## config.mk

```make
export PLATFORM = sky130hd
export DESIGN_NAME = key_click_decoder
export DESIGN_NICKNAME = d
export VERILOG_FILES = /design/src/rtl/key_click_decoder.sv
export SDC_FILE = /design/constraint.sdc
export NUM_CORES = 1
export LEC_CHECK = 0
export BUFFER_PORTS_ARGS = -buffer_cell sky130_fd_sc_hd__buf_4
export CORE_MARGIN = 2
export CORE_UTILIZATION = 40
export CTS_BUF_LIST = sky130_fd_sc_hd__clkbuf_2
export DETAILED_ROUTE_END_ITERATION = 6
export SLEW_MARGIN = 30
export SYNTH_ARGS = -nofsm -noshare
export SYNTH_HDL_FRONTEND = slang
export SYNTH_SLANG_ARGS = --single-unit
```

## constraint.sdc

```tcl
create_clock -name clk -period 3.5 [get_ports clk]
set_input_delay 0.175 -clock clk [delete_from_list [all_inputs] [get_ports clk]]
set_output_delay 0.175 -clock clk [all_outputs]
set_load 0.01 [all_outputs]
```

## src/rtl/key_click_decoder.sv

```systemverilog
`default_nettype none
// +--------------------------------------------------------------------------+
// | Module      : key_click_decoder                                          |
// | Description : Groups debounced key presses that arrive within an         |
// |               inactivity window into one gesture. Each gesture is        |
// |               reported as a one-cycle event with a click count of 1..3.  |
// | Revision    : 1.0 - initial release                                      |
// +--------------------------------------------------------------------------+
module key_click_decoder #(
  parameter int WIN_CYCLES = 3600000,
  parameter int CNT_W      = 22,
  parameter int MAX_CLICKS = 3
) (
  input  logic       clk,
  input  logic       rst,
  input  logic       key_pulse,
  output logic       busy,
  output logic       event_valid,
  output logic [1:0] event_count,
  output logic       single_click,
  output logic       double_click,
  output logic       triple_click
);

  typedef enum logic [0:0] {
    ST_IDLE = 1'b0,
    ST_WAIT = 1'b1
  } state_t;

  localparam logic [1:0]       C_MAX    = 2'(MAX_CLICKS);
  localparam logic [CNT_W-1:0] C_T_LAST = CNT_W'(WIN_CYCLES - 1);

  state_t           r_state;
  logic [1:0]       r_clicks;
  logic [CNT_W-1:0] r_timer;

  logic [1:0]       w_clicks_inc;
  logic             w_emit;
  logic [1:0]       w_emit_count;

  assign w_clicks_inc = r_clicks + 2'd1;

  // Decide whether the current cycle closes a gesture, and with which count.
  // A pulse always takes priority over a coincident timeout.
  always_comb begin
    w_emit       = 1'b0;
    w_emit_count = 2'd0;
    case (r_state)
      ST_IDLE: begin
        if (key_pulse && (C_MAX == 2'd1)) begin
          w_emit       = 1'b1;
          w_emit_count = 2'd1;
        end
      end
      ST_WAIT: begin
        if (key_pulse) begin
          if (w_clicks_inc == C_MAX) begin
            w_emit       = 1'b1;
            w_emit_count = C_MAX;
          end
        end else if (r_timer == C_T_LAST) begin
          w_emit       = 1'b1;
          w_emit_count = r_clicks;
        end
      end
      default: begin
        w_emit       = 1'b0;
        w_emit_count = 2'd0;
      end
    endcase
  end

  // Gesture FSM with registered event strobes and busy flag.
  always_ff @(posedge clk) begin
    if (rst) begin
      r_state      <= ST_IDLE;
      r_clicks     <= 2'd0;
      r_timer      <= '0;
      busy         <= 1'b0;
      event_valid  <= 1'b0;
      event_count  <= 2'd0;
      single_click <= 1'b0;
      double_click <= 1'b0;
      triple_click <= 1'b0;
    end else begin
      event_valid  <= w_emit;
      event_count  <= w_emit_count;
      single_click <= w_emit && (w_emit_count == 2'd1);
      double_click <= w_emit && (w_emit_count == 2'd2);
      triple_click <= w_emit && (w_emit_count == 2'd3);

      case (r_state)
        ST_IDLE: begin
          // With MAX_CLICKS of 1 the press is reported directly from IDLE.
          if (key_pulse && (C_MAX != 2'd1)) begin
            r_state  <= ST_WAIT;
            r_clicks <= 2'd1;
            r_timer  <= '0;
            busy     <= 1'b1;
          end
        end
        ST_WAIT: begin
          if (key_pulse) begin
            r_timer <= '0;
            if (w_emit) begin
              r_state  <= ST_IDLE;
              r_clicks <= 2'd0;
              busy     <= 1'b0;
            end else begin
              r_clicks <= w_clicks_inc;
            end
          end else if (w_emit) begin
            r_state  <= ST_IDLE;
            r_clicks <= 2'd0;
            r_timer  <= '0;
            busy     <= 1'b0;
          end else begin
            r_timer <= r_timer + CNT_W'(1);
          end
        end
        default: begin
          r_state  <= ST_IDLE;
          r_clicks <= 2'd0;
          r_timer  <= '0;
          busy     <= 1'b0;
        end
      endcase
    end
  end

endmodule
`default_nettype wire

```

==> results by group <==
Outcome
  – Outcome: complete, no violations

Min path
  – Hold Path Origin: key_pulse
  – Min-Delay Path Class: in -> reg

Timing
  – Worst hold slack: between 0.1 and 0.15 ns
  – Layout Skew: ~0.025 ns
  – Final Max Slew Viols: 0
  – Rel. slew slack: 55.5%
  – Min Tclk post-route: ~1.9 ns
  – Fmax: 533 MHz
  – Final worst-path cycle share: ~54%
  – Count of final setup violators: 0
  – RSZ-0062 raised after global routing: false
  – Final hold viol count: 0
  – Setup TNS: 0 ns
  – Slew @ Worst Pin: 0.667 ns

Floorplanning
  – Initial Util: 41.4%
  – Die Y: 68.3 um
  – I/O pin cnt: 10
  – Die area: 0.00467 mm^2
  – Core Region: 0.00400 mm^2
  – Die X: 68.3 um
  – Rows: 23

Power and ir drop
  – LEAKAGE: 0.660 nW
  – Max VDD drop: 182 uV
  – Pwr Density: 359 mW/mm^2

Clock tree
  – Clk buf depth: 2
  – Worst-skew pair later-pin latency: ~0.38 ns
  – Clk slew on worst S/H paths: 0.18 ns
  – Num CTS Buffers: 5
  – Cts hold-fix bufs: 1
  – CTS tree: yes
  – # H-tree levels: 2
  – Setup bufs post-CTS: 0
  – Post-cts resize count: 0
  – Clock root cell: clkbuf_2
  – Sink Count: 32

Logic synthesis
  – Post-synth EDFFs: 0
  – Syn Std Cell Area: between 0.0015 and 0.002 mm^2
  – Yosys reg bits: 32
  – Top FF cell, synth: dfxtp_1
  – Fraction of registers with async set/reset: 0%
  – Register area share after synthesis: 38.7%
  – Yosys warnings: 0
  – Synthesized instance count: 199
  – Synth Area per Inst: 8.31 um^2
  – Synth cell types: 49
  – Synth Net Count: 204

Layout
  – Fillers: around 400
  – Layout cell share with drive strength beyond 1: between 10 and 15%
  – Fin nets: 212
  – Ant diodes: 0
  – Area delta synth->final: 10.1%

GRT
  – Total track usage: 18.5%
  – Largest net degree at the start of global routing: 23
  – Vias in the first global route: 1355
  – Total grt overflow: 0
  – Initial antenna violation count: 0
  – First-pass GRT wire length: 6.35 mm

Placement
  – Port buffer count: 9
  – DPL Wire Length: 2.76 mm
  – RD Place Congestion: 0.870

Detailed routing
  – Initial drt markers: between 80 and 90
  – DR pass1 iterations: 4
  – WL final: 3.80 mm
  – Via density: 5.94
  – Via Count: 1533
  – DRC viols: 0
  – Final ANT Viol Nets: 0
  – Drt wl/cell: 14.7 um

Setup path
  – Crit Reg-Reg Startpoint: r_timer[0]
  – Crit end category: register
  – Startpoint Class: register
  – Critical path type: reg -> reg
  – Critical path arrival: ~2.2 ns
  – CP Launch Point: r_timer[0]
  – Crit Path Max Fanout: 6
  – Worst EP required: 3.80 ns

Run
  – # Max-Cap Violations: 0
## cells by family after synthesis
group	Yosys count	share of synthesized area, %
compound gates	45	17.3
xor+xnor	5	2.65
fa+ha+maj	2	1.51
buf+inv	14	3.63
flops	32	38.7
mux	2	1.29
simple gates	99	34.9
## placed cells by master (no fill, tap or decap), drive strengths merged, types with 2 or more instances in the layout
cell type	count
nand2b	2
a31oi	7
clkbuf	6
o21ai	8
nand3	13
nor3b	2
and3	6
nor2	15
nor2b	2
nor4	5
or3	2
xor2	4
buf	10
a2111oi	2
o211a	2
a22o	2
ha	2
inv	4
o21a	2
dfxtp	32
nor3	9
and4	3
or4	2
nand4	9
a21oi	16
nand2	21
and3b	2
nand3b	2
## worst paths after layout
check | endpoint | slack [ns] | cells after the start
hold / removal | r_state | 0.10 | 2
hold reg to reg | r_timer[18] | 0.50 | 2
setup / recovery | r_timer[16] | 1.63 | 6
setup reg to reg | r_timer[16] | 1.63 | 6
## worst max-delay path, cell delays in order, from the launching register on
cell     delay [ns]
dfxtp_1        0.43
ha_1           0.27
inv_1          0.11
nor4_1         0.61
nand3_1        0.14
a21oi_1        0.18
nor2_1         0.06
## cell usage after synthesis (2+ instances only)
library cell   n  share of area, %
a2111oi_0      2               1.1
a21oi_1       16               4.8
a22o_1         2               1.1
a31oi_1        7               2.6
and3_1         6               2.3
and3b_1        2               1.1
and4_1         3               1.6
buf_1          2              0.45
buf_2          3              0.91
clkbuf_1       4              0.91
dfxtp_1       32                39
ha_1           2               1.5
inv_1          4              0.91
nand2_1       21               4.8
nand2b_1       2              0.76
nand3_1       13               3.9
nand3b_1       2              0.91
nand4_1        8               3.0
nor2_1        14               3.2
nor2b_1        2              0.76
nor3_1         9               2.7
nor3b_1        2              0.91
nor4_1         2              0.76
nor4_2         2               1.5
o211a_1        2               1.2
o21a_1         2              0.91
o21ai_0        2              0.61
o21ai_1        6               1.8
or3_1          2              0.76
xor2_1         4               2.1
## power by group
group | internal, mW | switching [mW]
registers | 0.368 | 0.00747
logic | 0.0114 | 0.0189
clock network | 0.123 | 0.126
total | 0.503 | 0.152
## layer usage
metal / share of wire [%] / vias to the layer above / track usage (%)
li1: - / 764 / -
met1: 44 / 704 / 23.4
met2: 47 / 56 / 30.2
met3: 7.1 / 9 / 4.11
met4: 2.1 / 0 / 7.75
met5: 0 / - / 0
## area by class of cell
cell class | instances | area (um^2) | share of cell area, %
clock inverter | 2 | 35.0 | 1.92
clock buffer | 6 | 30.0 | 1.65
tap | 50 | 62.6 | 3.43
sequential | 32 | 641 | 35.2
multi-input combinational | 153 | 953 | 52.3
timing repair buffer | 11 | 85.1 | 4.67
inverter | 4 | 15.0 | 0.824
## per-stage QoR
step	cells	util, %	total power, mW	instance area [um^2]	setup WS, ns
after floorplan	199	-	0.402	1650	1.80
after global placement	249	43.7	0.412	1750	1.68
after detailed placement	249	43.7	0.413	1750	1.69
after CTS	258	45.5	0.658	1820	1.65
after global routing	258	45.5	0.678	1820	1.52
final	258	45.5	0.655	1820	1.63
## flip-flops by register name (all words and copies together) (netlist names)
name,count
r_timer,22
event_count,2
r_clicks,2
busy,1
double_click,1
event_valid,1
r_state,1
single_click,1
triple_click,1
Note: power is estimated with default switching activity, not from simulation.
